<file path="config.mk">
export PLATFORM = sky130hd
export DESIGN_NAME = vram_port_arbiter_flat
export DESIGN_NICKNAME = d
export VERILOG_FILES = /design/src/rtl/vram_port_arbiter_if.sv /design/src/rtl/vram_port_arbiter.sv /design/src/flat_wrapper.sv
export SDC_FILE = /design/constraint.sdc
export NUM_CORES = 1
export LEC_CHECK = 0
export CAP_MARGIN = 20
export CORE_MARGIN = 5
export CORE_UTILIZATION = 45
export CTS_CLUSTER_DIAMETER = 30
export CTS_CLUSTER_SIZE = 20
export DETAILED_ROUTE_END_ITERATION = 7
export GPL_TIMING_DRIVEN = 0
export MAX_ROUTING_LAYER = met4
export PLACE_DENSITY = 0.87
export RECOVER_POWER = 25
export SYNTH_ARGS = -nofsm -noshare
export SYNTH_HDL_FRONTEND = slang
export SYNTH_SLANG_ARGS = --single-unit
</file>
<file path="constraint.sdc">
create_clock -name clock -period 2.6 [get_ports clock]
set_clock_uncertainty 0.05 [all_clocks]
set_input_delay 0.26 -clock clock [delete_from_list [all_inputs] [get_ports clock]]
set_output_delay 0.26 -clock clock [all_outputs]
set_load 0.02 [all_outputs]
</file>
<file path="src/rtl/vram_port_arbiter_if.sv">
// Bundle of the three requester ports and the single VRAM port served by vram_port_arbiter.
// The master side holds the requesters and the RAM macro; the slave side is the arbiter.
interface vram_port_arbiter_if #(
  parameter int ADDR_W = 14,
  parameter int DATA_W = 32
);
  localparam int BE_W = DATA_W / 8;

  logic              ppu_req;
  logic [ADDR_W-1:0] ppu_addr;
  logic              ppu_ack;
  logic [DATA_W-1:0] ppu_rdata;

  logic              cpu_req;
  logic              cpu_we;
  logic [BE_W-1:0]   cpu_be;
  logic [ADDR_W-1:0] cpu_addr;
  logic [DATA_W-1:0] cpu_wdata;
  logic              cpu_ack;
  logic [DATA_W-1:0] cpu_rdata;

  logic              dma_req;
  logic              dma_we;
  logic [BE_W-1:0]   dma_be;
  logic [ADDR_W-1:0] dma_addr;
  logic [DATA_W-1:0] dma_wdata;
  logic              dma_ack;
  logic [DATA_W-1:0] dma_rdata;

  logic [ADDR_W-1:0] mem_addr;
  logic              mem_wren;
  logic [DATA_W-1:0] mem_wdata;
  logic [DATA_W-1:0] mem_q;

  modport master (
    output ppu_req, ppu_addr,
    input  ppu_ack, ppu_rdata,
    output cpu_req, cpu_we, cpu_be, cpu_addr, cpu_wdata,
    input  cpu_ack, cpu_rdata,
    output dma_req, dma_we, dma_be, dma_addr, dma_wdata,
    input  dma_ack, dma_rdata,
    input  mem_addr, mem_wren, mem_wdata,
    output mem_q
  );

  modport slave (
    input  ppu_req, ppu_addr,
    output ppu_ack, ppu_rdata,
    input  cpu_req, cpu_we, cpu_be, cpu_addr, cpu_wdata,
    output cpu_ack, cpu_rdata,
    input  dma_req, dma_we, dma_be, dma_addr, dma_wdata,
    output dma_ack, dma_rdata,
    output mem_addr, mem_wren, mem_wdata,
    input  mem_q
  );
endinterface

</file>
<file path="src/rtl/vram_port_arbiter.sv">
// Shares one VRAM read/write port between PPU fetch (highest priority), CPU and DMA.
// Partial-word writes become read-modify-write; a starvation guard bounds CPU/DMA wait.
module vram_port_arbiter #(
  parameter int ADDR_W     = 14,
  parameter int DATA_W     = 32,
  parameter int READ_LAT   = 1,
  parameter int STARVE_MAX = 8
) (
  input  logic               clock,
  input  logic               reset_n,
  vram_port_arbiter_if.slave bus
);
  localparam int BE_W  = DATA_W / 8;
  localparam int LAT_W = (READ_LAT > 0) ? $clog2(READ_LAT + 1) : 1;
  localparam int CNT_W = $clog2(STARVE_MAX + 1);

  typedef enum logic [2:0] {
    S_IDLE,
    S_RD_WAIT,
    S_WR,
    S_RMW_RD,
    S_RMW_WR,
    S_ACK
  } state_e;

  typedef enum logic [1:0] {
    SRC_PPU,
    SRC_CPU,
    SRC_DMA
  } src_e;

  state_e            state_q,     state_d;
  src_e              owner_q,     owner_d;
  logic [BE_W-1:0]   be_q,        be_d;
  logic [DATA_W-1:0] wdata_q,     wdata_d;
  logic [LAT_W-1:0]  lat_q,       lat_d;
  logic              rr_q,        rr_d;        // 1: DMA preferred on a CPU/DMA tie
  logic [CNT_W-1:0]  starve_q,    starve_d;
  logic [ADDR_W-1:0] mem_addr_q,  mem_addr_d;
  logic              mem_wren_q,  mem_wren_d;
  logic [DATA_W-1:0] mem_wdata_q, mem_wdata_d;
  logic [2:0]        ack_q,       ack_d;       // {dma, cpu, ppu}
  logic [DATA_W-1:0] ppu_rdata_q, ppu_rdata_d;
  logic [DATA_W-1:0] cpu_rdata_q, cpu_rdata_d;
  logic [DATA_W-1:0] dma_rdata_q, dma_rdata_d;

  logic              other_req;
  logic              starved;
  logic              pick_dma;
  logic              sel_we;
  logic [BE_W-1:0]   sel_be;
  logic [ADDR_W-1:0] sel_addr;
  logic [DATA_W-1:0] sel_wdata;
  logic [DATA_W-1:0] merged;
  logic              lat_done;
  src_e              grant_src;

  function automatic logic [2:0] src_onehot(input src_e s);
    logic [2:0] r;
    r = '0;
    case (s)
      SRC_PPU: r = 3'b001;
      SRC_CPU: r = 3'b010;
      default: r = 3'b100;
    endcase
    return r;
  endfunction

  // Request selection among CPU/DMA: the one not served last wins a tie.
  always_comb begin
    other_req = bus.cpu_req | bus.dma_req;
    starved   = other_req && (starve_q == CNT_W'(STARVE_MAX));
    pick_dma  = bus.dma_req && (!bus.cpu_req || rr_q);
    sel_we    = pick_dma ? bus.dma_we    : bus.cpu_we;
    sel_be    = pick_dma ? bus.dma_be    : bus.cpu_be;
    sel_addr  = pick_dma ? bus.dma_addr  : bus.cpu_addr;
    sel_wdata = pick_dma ? bus.dma_wdata : bus.cpu_wdata;
    grant_src = pick_dma ? SRC_DMA       : SRC_CPU;
    lat_done  = (lat_q == LAT_W'(READ_LAT));
  end

  always_comb begin
    merged = bus.mem_q;
    for (int i = 0; i < BE_W; i++) begin
      if (be_q[i]) merged[8*i +: 8] = wdata_q[8*i +: 8];
    end
  end

  // NOTE: every signal driven here gets a default before the case so that no path
  // leaves it unassigned; a missing default would infer a latch.
  always_comb begin
    state_d     = state_q;
    owner_d     = owner_q;
    be_d        = be_q;
    wdata_d     = wdata_q;
    lat_d       = lat_q;
    rr_d        = rr_q;
    starve_d    = other_req ? starve_q : '0;
    mem_addr_d  = mem_addr_q;
    mem_wdata_d = mem_wdata_q;
    mem_wren_d  = 1'b0;
    ack_d       = '0;
    ppu_rdata_d = ppu_rdata_q;
    cpu_rdata_d = cpu_rdata_q;
    dma_rdata_d = dma_rdata_q;

    unique case (state_q)
      S_IDLE: begin
        lat_d = '0;
        if (bus.ppu_req && !starved) begin
          owner_d    = SRC_PPU;
          mem_addr_d = bus.ppu_addr;
          state_d    = S_RD_WAIT;
          if (other_req && !starved) starve_d = starve_q + CNT_W'(1);
        end else if (other_req) begin
          owner_d    = grant_src;
          rr_d       = !pick_dma;
          starve_d   = '0;
          mem_addr_d = sel_addr;
          be_d       = sel_be;
          wdata_d    = sel_wdata;
          if (!sel_we) begin
            state_d = S_RD_WAIT;
          end else if (sel_be == '1 || sel_be == '0) begin
            // Whole-word or empty write: one cycle, no read needed.
            state_d     = S_WR;
            mem_wren_d  = |sel_be;
            mem_wdata_d = sel_wdata;
            ack_d       = src_onehot(grant_src);
          end else begin
            state_d = S_RMW_RD;
          end
        end
      end

      S_RD_WAIT: begin
        if (lat_done) begin
          case (owner_q)
            SRC_PPU: ppu_rdata_d = bus.mem_q;
            SRC_CPU: cpu_rdata_d = bus.mem_q;
            default: dma_rdata_d = bus.mem_q;
          endcase
          ack_d   = src_onehot(owner_q);
          state_d = S_ACK;
        end else begin
          lat_d = lat_q + LAT_W'(1);
        end
      end

      S_RMW_RD: begin
        if (lat_done) begin
          mem_wren_d  = 1'b1;
          mem_wdata_d = merged;
          ack_d       = src_onehot(owner_q);
          state_d     = S_RMW_WR;
        end else begin
          lat_d = lat_q + LAT_W'(1);
        end
      end

      S_WR, S_RMW_WR, S_ACK: state_d = S_IDLE;

      default: state_d = S_IDLE;
    endcase
  end

  // NOTE: state is updated with non-blocking assignments so every register samples
  // the values from before the edge, independent of statement order.
  always_ff @(posedge clock) begin
    if (!reset_n) begin
      state_q     <= S_IDLE;
      owner_q     <= SRC_PPU;
      be_q        <= '0;
      wdata_q     <= '0;
      lat_q       <= '0;
      rr_q        <= 1'b0;
      starve_q    <= '0;
      mem_addr_q  <= '0;
      mem_wren_q  <= 1'b0;
      mem_wdata_q <= '0;
      ack_q       <= '0;
      ppu_rdata_q <= '0;
      cpu_rdata_q <= '0;
      dma_rdata_q <= '0;
    end else begin
      state_q     <= state_d;
      owner_q     <= owner_d;
      be_q        <= be_d;
      wdata_q     <= wdata_d;
      lat_q       <= lat_d;
      rr_q        <= rr_d;
      starve_q    <= starve_d;
      mem_addr_q  <= mem_addr_d;
      mem_wren_q  <= mem_wren_d;
      mem_wdata_q <= mem_wdata_d;
      ack_q       <= ack_d;
      ppu_rdata_q <= ppu_rdata_d;
      cpu_rdata_q <= cpu_rdata_d;
      dma_rdata_q <= dma_rdata_d;
    end
  end

  assign bus.ppu_ack   = ack_q[0];
  assign bus.cpu_ack   = ack_q[1];
  assign bus.dma_ack   = ack_q[2];
  assign bus.ppu_rdata = ppu_rdata_q;
  assign bus.cpu_rdata = cpu_rdata_q;
  assign bus.dma_rdata = dma_rdata_q;
  assign bus.mem_addr  = mem_addr_q;
  assign bus.mem_wren  = mem_wren_q;
  assign bus.mem_wdata = mem_wdata_q;
endmodule
</file>
<file path="src/flat_wrapper.sv">
// flat-port wrapper written by rule: the top's interface ports become plain ports
module vram_port_arbiter_flat 
#(
  parameter int ADDR_W     = 14,
  parameter int DATA_W     = 32,
  parameter int READ_LAT   = 1,
  parameter int STARVE_MAX = 8
)
  (clock, reset_n, bus_ppu_req, bus_ppu_addr, bus_ppu_ack, bus_ppu_rdata, bus_cpu_req, bus_cpu_we, bus_cpu_be, bus_cpu_addr, bus_cpu_wdata, bus_cpu_ack, bus_cpu_rdata, bus_dma_req, bus_dma_we, bus_dma_be, bus_dma_addr, bus_dma_wdata, bus_dma_ack, bus_dma_rdata, bus_mem_addr, bus_mem_wren, bus_mem_wdata, bus_mem_q);
  vram_port_arbiter_if #(.ADDR_W(ADDR_W), .DATA_W(DATA_W)) bus_i ();
  input  logic clock;
  input  logic reset_n;
  input wire logic [$bits(bus_i.ppu_req)-1:0] bus_ppu_req;
  input wire logic [$bits(bus_i.ppu_addr)-1:0] bus_ppu_addr;
  output wire logic [$bits(bus_i.ppu_ack)-1:0] bus_ppu_ack;
  output wire logic [$bits(bus_i.ppu_rdata)-1:0] bus_ppu_rdata;
  input wire logic [$bits(bus_i.cpu_req)-1:0] bus_cpu_req;
  input wire logic [$bits(bus_i.cpu_we)-1:0] bus_cpu_we;
  input wire logic [$bits(bus_i.cpu_be)-1:0] bus_cpu_be;
  input wire logic [$bits(bus_i.cpu_addr)-1:0] bus_cpu_addr;
  input wire logic [$bits(bus_i.cpu_wdata)-1:0] bus_cpu_wdata;
  output wire logic [$bits(bus_i.cpu_ack)-1:0] bus_cpu_ack;
  output wire logic [$bits(bus_i.cpu_rdata)-1:0] bus_cpu_rdata;
  input wire logic [$bits(bus_i.dma_req)-1:0] bus_dma_req;
  input wire logic [$bits(bus_i.dma_we)-1:0] bus_dma_we;
  input wire logic [$bits(bus_i.dma_be)-1:0] bus_dma_be;
  input wire logic [$bits(bus_i.dma_addr)-1:0] bus_dma_addr;
  input wire logic [$bits(bus_i.dma_wdata)-1:0] bus_dma_wdata;
  output wire logic [$bits(bus_i.dma_ack)-1:0] bus_dma_ack;
  output wire logic [$bits(bus_i.dma_rdata)-1:0] bus_dma_rdata;
  output wire logic [$bits(bus_i.mem_addr)-1:0] bus_mem_addr;
  output wire logic [$bits(bus_i.mem_wren)-1:0] bus_mem_wren;
  output wire logic [$bits(bus_i.mem_wdata)-1:0] bus_mem_wdata;
  input wire logic [$bits(bus_i.mem_q)-1:0] bus_mem_q;
  assign bus_i.ppu_req = bus_ppu_req;
  assign bus_i.ppu_addr = bus_ppu_addr;
  assign bus_ppu_ack = bus_i.ppu_ack;
  assign bus_ppu_rdata = bus_i.ppu_rdata;
  assign bus_i.cpu_req = bus_cpu_req;
  assign bus_i.cpu_we = bus_cpu_we;
  assign bus_i.cpu_be = bus_cpu_be;
  assign bus_i.cpu_addr = bus_cpu_addr;
  assign bus_i.cpu_wdata = bus_cpu_wdata;
  assign bus_cpu_ack = bus_i.cpu_ack;
  assign bus_cpu_rdata = bus_i.cpu_rdata;
  assign bus_i.dma_req = bus_dma_req;
  assign bus_i.dma_we = bus_dma_we;
  assign bus_i.dma_be = bus_dma_be;
  assign bus_i.dma_addr = bus_dma_addr;
  assign bus_i.dma_wdata = bus_dma_wdata;
  assign bus_dma_ack = bus_i.dma_ack;
  assign bus_dma_rdata = bus_i.dma_rdata;
  assign bus_mem_addr = bus_i.mem_addr;
  assign bus_mem_wren = bus_i.mem_wren;
  assign bus_mem_wdata = bus_i.mem_wdata;
  assign bus_i.mem_q = bus_mem_q;
  vram_port_arbiter #(.ADDR_W(ADDR_W), .DATA_W(DATA_W), .READ_LAT(READ_LAT), .STARVE_MAX(STARVE_MAX)) u_core (.clock(clock), .reset_n(reset_n), .bus(bus_i));
endmodule
</file>
======== Yosys cells after proc, flatten, opt, wreduce, memory -nomap -nowiden ========
Index checks and enable logic that the tools add are counted.
storage, ports and cells
  output and inout bits ................... 146
  logic and storage cells ................. 105
  flip-flop bits (word level) ............. 193
  bits of input ports ..................... 153
cells by class
  reductions and logical operators ........ 26
  mux-type cells .......................... 47
  equality and inequality tests ........... 13
  bitwise logic cells ..................... 3
  add/sub/neg operators ................... 2
operator list
  cell                                                              number
  32-bit two-way mux                                                6
  32-bit one-hot mux with 2 select lines                            1
  14-bit two-way mux                                                3
  8-bit two-way mux                                                 4
  3-bit two-way mux                                                 10
  4-bit two-way mux                                                 6
  3-bit one-hot mux with 2 select lines                             3
  3-bit AND reduction                                               5
  2-bit by 1-bit != test with 1-bit output (second input constant)  5
  3-bit one-hot mux with 3 select lines                             1
  4-bit == test (second input constant)                             2
  1-bit two-way mux                                                 8
  2-bit two-way mux                                                 3
  6-bit AND reduction                                               1
  2-bit nonzero test                                                3
  4-bit by 1-bit adder with 4-bit output (second input constant)    1
  2-bit by 1-bit == test with 1-bit output (second input constant)  2
  1-bit logical AND                                                 4
  2-bit zero test                                                   2
  4-bit zero test                                                   1
  1-bit one-hot mux with 2 select lines                             2
  2-bit OR reduction                                                2
  4-bit OR reduction                                                1
  3-bit by 1-bit == test with 1-bit output (second input constant)  1
  other kinds (10)                                                  14

======== Logic depth before layout (Yosys ltp) ========
Gate-level depths: netlist of run 1.
  depth in word-level cells ............... 11
  depth in mapped cells ................... 9
  mapped depth without buffers ............ 7

======== Worst setup path before layout of run 1 ========
OpenSTA, ideal clock, no wires.
  path kind ............................... register to register
  start point ............................. reg u_core.state_q[1]
  end point ............................... reg u_core.mem_wdata_q[19] (netlist: u_core.bus.mem_wdata[19])
  required time ........................... 2.427 ns
  arrival time ............................ 1.753 ns
  slack ................................... 0.674 ns
  stages on the path, launching flop included .. 9
  period minus slack after synthesis ...... 1.926 ns
  path through ............................ dfxtp_1 -> buf_2 -> or3_1 -> clkbuf_2 -> a211o_4 -> a21oi_4 -> a21boi_2 -> buf_6 -> mux2i_1
on the way
  word-level cells in the longest chain between the ends .. 3
  elaborated cells on any way between the ends .. 10
  those cells by class .................... eq/ne (6); mux (1); reduce/logical (3)
RTL lines
  element                                                                             line                      text
  start: declaration                                                                  vram_port_arbiter.sv:32   state_e state_q, state_d;
  start signal: assignment                                                            vram_port_arbiter.sv:186  state_q <= state_d;
  3-bit by 2-bit == test with 1-bit output / 3-bit zero test (equally long branches)  vram_port_arbiter.sv:107  unique case (state_q)
  2-bit by 1-bit != test with 1-bit output (no line) (tied with other cells)          -
  6-bit AND reduction (no line)                                                       -
  end signal: assignment                                                              vram_port_arbiter.sv:195  mem_wdata_q <= mem_wdata_d;
  end: declaration                                                                    vram_port_arbiter.sv:41   logic [DATA_W-1:0] mem_wdata_q, mem_wdata_d;
Several ways; a longest one is shown, not always the timed one.
A chain may end at the register's enable or synchronous reset.

======== Final worst setup path of run 1 ========
  start point ............................. reg u_core.starve_q[0]
  end point ............................... reg u_core.wdata_q[18]
on the way
  word-level cells in the longest chain between the ends .. 6
RTL lines
  element                        line                      text
  start: declaration             vram_port_arbiter.sv:38   logic [CNT_W-1:0] starve_q, starve_d;
  start signal: assignment       vram_port_arbiter.sv:192  starve_q <= starve_d;
  4-bit == test                  vram_port_arbiter.sv:72   starved = other_req && (starve_q == CNT_W'(STARVE_MAX));
  1-bit logical AND              vram_port_arbiter.sv:72
  1-bit zero test                vram_port_arbiter.sv:110  if (bus.ppu_req && !starved) begin
  1-bit logical AND              vram_port_arbiter.sv:110
  1-bit inverter (no line)       -
  3-bit AND reduction (no line)  -
  end signal: assignment         vram_port_arbiter.sv:189  wdata_q <= wdata_d;
  end: declaration               vram_port_arbiter.sv:35   logic [DATA_W-1:0] wdata_q, wdata_d;
No other way between the ends.

==> results of run 1 <==
==> cell type report <==
class / count / area, um^2
Fill cell: 1530 / 6232
Multi-Input combinational cell: 747 / 4194
Sequential cell: 193 / 3864
Timing Repair Buffer: 299 / 2988
Clock buffer: 18 / 439.2
Buffer: 82 / 342.8
Tap cell: 234 / 292.8
Clock inverter: 14 / 167.7
Inverter: 16 / 60.06
==> critical path: stages, from the launching register on <==
cell and delay, ns:
dfxtp_1 0.34, inv_1 0.09, ha_1 0.17, nand3b_1 0.14, and2_1 0.27, nor3_4 0.43, buf_1 0.50, nor2_1 0.08
nor3_1 0.19
==> through the flow <==
step / hold slack, ns / std cells / power, mW
2_1_floorplan: 0.3460 / 1038 / 3.755
3_3_place_gp: 0.3908 / 1570 / 4.291
5_1_grt: 0.4171 / 1603 / 7.198
3_5_place_dp: 0.3958 / 1571 / 4.320
4_1_cts: 0.4041 / 1603 / 6.964
6_report: 0.4039 / 1603 / 6.937
==> registers in the layout, indices dropped and copies added (netlist names) <==
register,cells
u_core.bus.mem_addr,14
u_core.owner_q,2
u_core.bus.cpu_rdata,32
u_core.starve_q,4
u_core.rr_q,1
u_core.bus.dma_rdata,32
u_core.bus.ppu_rdata,32
u_core.be_q,4
u_core.wdata_q,32
u_core.state_q,3
u_core.bus.mem_wdata,32
u_core.lat_done,1
u_core.bus.mem_wren,1
u_core.ack_q,3
==> synthesized netlist by cell type, drive strengths merged <==
master	instances
o22a	1
nor2	94
ha	2
and3	12
nor4bb	1
nand3b	2
a22oi	1
nor2b	4
buf	13
and2	5
nand2b	3
nand4b	1
mux2i	68
mux2	32
a211o	5
nor3b	3
clkbuf	69
nor4	3
o22ai	1
inv	16
a21oi	82
nand3	3
nand4	2
dfxtp	193
a21boi	38
or4	2
nand2	278
o211ai	32
xnor2	1
o21ai	18
nor3	35
o21a	2
a311oi	4
a32oi	10
a2bb2oi	1
or3	1
==> cells by family after synthesis <==
family                   count (synthesis)
AND/OR/NAND/NOR                        449
flip-flops                             193
XOR/XNOR                                 1
AO/OA/AOI/OAI                          195
multiplexers                           100
buffers and inverters                   98
adder cells (fa/ha/maj)                  2
==> per-layer routing <==
layer	part of all wire	wire length, um	GRT usage	vias to the layer above
li1	-	-	-	4133
met3	0.071	2175	0.05552	59
met5	0	0	-	-
met1	0.43	13030	0.3506	4048
met2	0.47	14450	0.4502	352
met4	0.031	953	0.1034	0
==> worst min path at each step <==
stage	to	slack [ns]	cells past startpoint
global route	u_core.bus.dma_rdata[26]$_SDFFE_PN0P_	0.42	2
CTS	u_core.be_q[1]$_SDFFE_PN0P_	0.40	3
floorplan	u_core.bus.cpu_rdata[28]$_SDFFE_PN0P_	0.35	2
global placement	u_core.bus.dma_rdata[18]$_SDFFE_PN0P_	0.39	2
detailed placement	u_core.bus.dma_rdata[26]$_SDFFE_PN0P_	0.40	2
finish	u_core.bus.dma_rdata[26]$_SDFFE_PN0P_	0.40	2
==> where the power goes <==
| part | switching, mW | internal (mW) | total (mW) |
|---|---|---|---|
| logic | 0.599 | 0.529 | 1.13 |
| clock network | 1.28 | 1.40 | 2.69 |
| registers | 0.0575 | 3.07 | 3.12 |
==> metrics.cfg, run 1 <==
[synth]
synth_area_leader_cell=dfxtp_1
yosys.area_share.simple=0.2189
synth_xor_area_frac=0.001036
synthCells=1038
synthDistinctLibCells=43
synth.top_cell.area_share=0.4571
synth_seq_cells=193
synth_mux_area_frac=0.1231
synth_compound_area_frac=0.1493
yosysWarnings=0
avgSynthCellArea_um2=8.144
yosys-top-cells-area=dfxtp_1, nand2_1, mux2i_1
syn_nets=1193
synth_top_family_by_area=simple AND/OR/NAND/NOR gates
synthAdderAreaFrac=0.002960
synth_area_um2=8453
synth-seq-area-share=0.4571

[pwr]
p_per_area_nw_per_um2=561.8
leakagePower_nw=4.764
max-vdd-ir-drop_mv=0.4244

[clocking]
holdBufCountCts=0
h-tree-depth=4
clockBufferDepth=2
clk_pin_slew_ns=0.07
clock-root-buffer=clkbuf_16
post_cts_resize_count=0
numClockSinks=193
tritoncts=built
cts_buffers=17
cts_setup_buffers=0
clkLatencyLatePin_ns=0.43

[critical_path]
crit_type=reg2reg
critPathMaxFanout=10
r2r.worst_path.cells=8
worstSetupStartpoint=u_core.starve_q[0]$_SDFF_PN0_
cp.required_ns=2.89
setup.worst_path.end_class=register
r2r-start=u_core.starve_q[0]$_SDFF_PN0_
rrSetupSlack_ns=0.26
timing.rr.end=u_core.wdata_q[18]$_SDFFE_PN0P_
cp-start-kind=register
arrival_ns=2.64
crit_end=u_core.wdata_q[18]$_SDFFE_PN0P_

[timing]
fin_ws_ns=0.2580
finalCritPeriodShare=0.9008
max_freq_mhz=427.0
rsz0062_at_grt=no
hold_viol=0
finalMaxSlewViolations=0
tns_ns=0
tightest_slew_ns=0.7996
final-setup-viol-count=0
max_slew_margin=0.4670
fin_crit_ns=2.342

[detailed_routing]
viasPerCell=5.360
antenna_left=0
route.detailed.drc=0
post_drt_wl_per_cell_um=19.10
detail_route.first_pass.iterations=6
wirelength_um=30610
initialDrtViolationCount=612
vias=8592

[cells_and_area]
syn2layout_area_growth_pct=46.08
stdcell_area_um2=12350
post-route-util=0.6646
layout_commonest_cell=nand2_1
finalNetCount=1511
n_antenna_cell=0
drive_gt1_frac=0.05990
layout_common_cells=nand2_1, clkdlybuf4s50_1, dfxtp_1

[global_routing]
grt_pass1_vias=8401
grt_pass1_wl_um=46430
antenna_found_initial=0
gr-total-overflow=0
grtUsageTotal=0.2799
grt_max_degree=20

[run]
drv_cap=0

[floorplan]
die_w_um=147.1
num_rows=50
io_pins=299
die_h_um=147.1
initial_utilization=0.4549
die-area_um2=21630
core-area_um2=18580

[hold_path]
hold_path.class=reg2reg
min_from=u_core.bus.dma_rdata[26]$_SDFFE_PN0P_

[outcome]
status=complete, no violations

[placed_design]
numPortBuffers=298
routabilityCongestion=0.8979
dp_slack_ns=-0.04508
dpl-instance-area_um2=11730
dpl.hpwl_um=23930

(Power assumes the default switching activity.)
==> run 2, diff against run 1 <==
Settings changed: CELL_PAD_IN_SITES_DETAIL_PLACEMENT from default to 0, CELL_PAD_IN_SITES_GLOBAL_PLACEMENT from default to 2, CORE_UTILIZATION 45 to 25.
==> run 2 against run 1 <==
  * Setup slack worse by 0.093 ns
  * Count of clock-buffer cells in the layout up 3
  * First-iteration DRC count down 37%
  * Non-clock buffer count unchanged
  * Die area up 74%
  * Critical path type unchanged
  * Wire length up 15%
==> metrics.cfg, run 2 (same netlist as run 1, synthesis figures left out) <==
[placed_design]
numPortBuffers=298  ; unchanged
dpl.hpwl_um=26980  ; +13%
routabilityCongestion=0.8012  ; -11%

[clocking]
numClockSinks=193  ; unchanged
cts_buffers=17  ; unchanged
clock-root-buffer=clkbuf_16
clockBufferDepth=2  ; unchanged
clkLatencyLatePin_ns=0.45  ; +0.02 ns
tritoncts=built
post_cts_resize_count=0  ; unchanged
clk_pin_slew_ns=0.07  ; about the same
cts_setup_buffers=0  ; unchanged
h-tree-depth=4  ; unchanged
holdBufCountCts=0  ; unchanged

[floorplan]
io_pins=299  ; unchanged
die_h_um=193.9  ; +32%
die_w_um=193.9  ; +32%
initial_utilization=0.2527  ; -0.2022
core-area_um2=33450  ; +80%
num_rows=67  ; +34%
die-area_um2=37590  ; +74%

[detailed_routing]
vias=8471  ; -1.4%
antenna_left=0  ; unchanged
wirelength_um=35230  ; +15%
route.detailed.drc=0  ; unchanged
initialDrtViolationCount=386  ; -37%
detail_route.first_pass.iterations=5  ; -1
post_drt_wl_per_cell_um=19.37  ; +1.4%
viasPerCell=4.657  ; -13%

[critical_path]
path_cells=inv_1 > ha_1 > nand3b_1 > and2_1 > nor3_2 > buf_2 > nor2_1 > a311oi_1
slowest_delay_ns=0.58  ; +0.08 ns
cp.required_ns=2.90  ; about the same
rrSetupSlack_ns=0.16  ; -0.09 ns
setup.worst_path.end_class=register
crit_type=reg2reg
critPathMaxFanout=10  ; unchanged
arrival_ns=2.74  ; +0.10 ns
cp_num_buf_inv=2  ; unchanged
cp-start-kind=register
crit_family=simple AND/OR/NAND/NOR gates
cp_slowest_cell=nor3_2

[global_routing]
grtUsageTotal=0.1864  ; -0.09350
grt_max_degree=17  ; -15%
grt_pass1_wl_um=52320  ; +13%
antenna_found_initial=3  ; +3
gr-total-overflow=0  ; unchanged
grt_pass1_vias=8449  ; +0.57%

[cells_and_area]
layout_commonest_cell=nand2_1
register_area_um2=3864  ; unchanged
post-route-util=0.3765  ; -0.2880
syn2layout_area_growth_pct=48.99
fillerInstances=3436  ; +120%
finalNetCount=1511  ; unchanged
multiInputGateArea_um2=4194  ; unchanged
layout_common_cells=nand2_1, clkdlybuf4s50_1, dfxtp_1
drive_gt1_frac=0.06140  ; +0.001506

[hold_path]
hold_path.class=reg2reg

[timing]
max_slew_margin=0.4070  ; -0.06000
holdWs_ns=0.4014  ; -0.002463 ns
finalMaxSlewViolations=0  ; unchanged
fin_crit_ns=2.435  ; +0.09313 ns
finalCritPeriodShare=0.9366  ; +0.03582
max_freq_mhz=410.7  ; -3.8%
rsz0062_at_grt=no
tightest_slew_ns=0.8896  ; +0.09000 ns
final-setup-viol-count=0  ; unchanged
hold_viol=0  ; unchanged

[pwr]
p_total_mw=6.960  ; +0.33%
leakagePower_nw=4.758  ; -0.12%
p_per_area_nw_per_um2=552.6  ; -1.6%
max-vdd-ir-drop_mv=0.4600  ; +8.4%

[outcome]
status=complete, no violations

[run]
drv_cap=0  ; unchanged

-- run 2: changes by cell type in the layout (fill, tap and decap cells not counted), sizes merged --
| cell | previous run | this run |
|---|---|---|
| clkinv | 6 | 3 |
| clkinvlp | 0 | 3 |
| inv | 23 | 19 |
| buf | 15 | 14 |
| clkdlybuf4s50 | 216 | 214 |
| diode | 0 | 3 |
| dlygate4sd3 | 82 | 84 |
| clkbuf | 86 | 90 |
-- run 2: routing by layer --
layer  share of wire  wire [um]  track usage  vias to the layer above
met5               0          0            -                        -
met4           0.015        534      0.04297                        0
met3           0.065       2296      0.05178                       30
met2            0.47      16450       0.2984                      257
met1            0.45      15950       0.2360                     4058
li1                -          -            -                     4126
-- run 2: through the flow --
stage | instances | TNS, ns | worst slack, ns | instance area, um^2
6_report | 1819 | 0 | 0.1648 | 12590
2_1_floorplan | 1038 | 0 | 0.6741 | 8453
3_3_place_gp | 1784 | -15.49 | -0.3471 | 12000
5_1_grt | 1819 | 0 | 0.01624 | 12590
3_5_place_dp | 1785 | -10.40 | -0.3627 | 12010
4_1_cts | 1816 | 0 | 0.07865 | 12580
-- run 2: final cells by class --
cell class / count / share of cell area
flip-flops and latches: 193 / 0.3068
plain buffers: 82 / 0.02752
well taps: 448 / 0.04451
clock buffers: 21 / 0.03735
multi-input cells: 747 / 0.3330
diodes: 3 / 0.0005961
inverters: 16 / 0.004769
repair buffers: 299 / 0.2374
clock inverters: 10 / 0.008047
-- run 2: path summary, 6_finish.rpt --
path / startpoint / end / depth (start not counted)
worst min-delay path: u_core.bus.dma_rdata[17]$_SDFFE_PN0P_ / u_core.bus.dma_rdata[17]$_SDFFE_PN0P_ / 2
worst min register to register: u_core.bus.dma_rdata[17]$_SDFFE_PN0P_ / u_core.bus.dma_rdata[17]$_SDFFE_PN0P_ / 2
worst max register to register: u_core.starve_q[0]$_SDFF_PN0_ / u_core.be_q[1]$_SDFFE_PN0P_ / 8
worst max-delay path: u_core.starve_q[0]$_SDFF_PN0_ / u_core.be_q[1]$_SDFFE_PN0P_ / 8
-- run 2: power by group --
part           leakage (nW)  internal [mW]  total, mW  switching [mW]
combinational          2.92          0.533       1.16           0.626
clock                 0.273           1.41       2.68            1.27
sequential             1.57           3.07       3.13          0.0595
-- run 2: worst register-to-register path: cells and delay by family (launching register included) --
kind,cells,cell delay (ns)
DFF,1,0.33
AOI/OAI and AO/OA,1,0.29
buffers and inverters,2,0.46
and+or+nand+nor,4,1.04
adders and majority gates,1,0.17
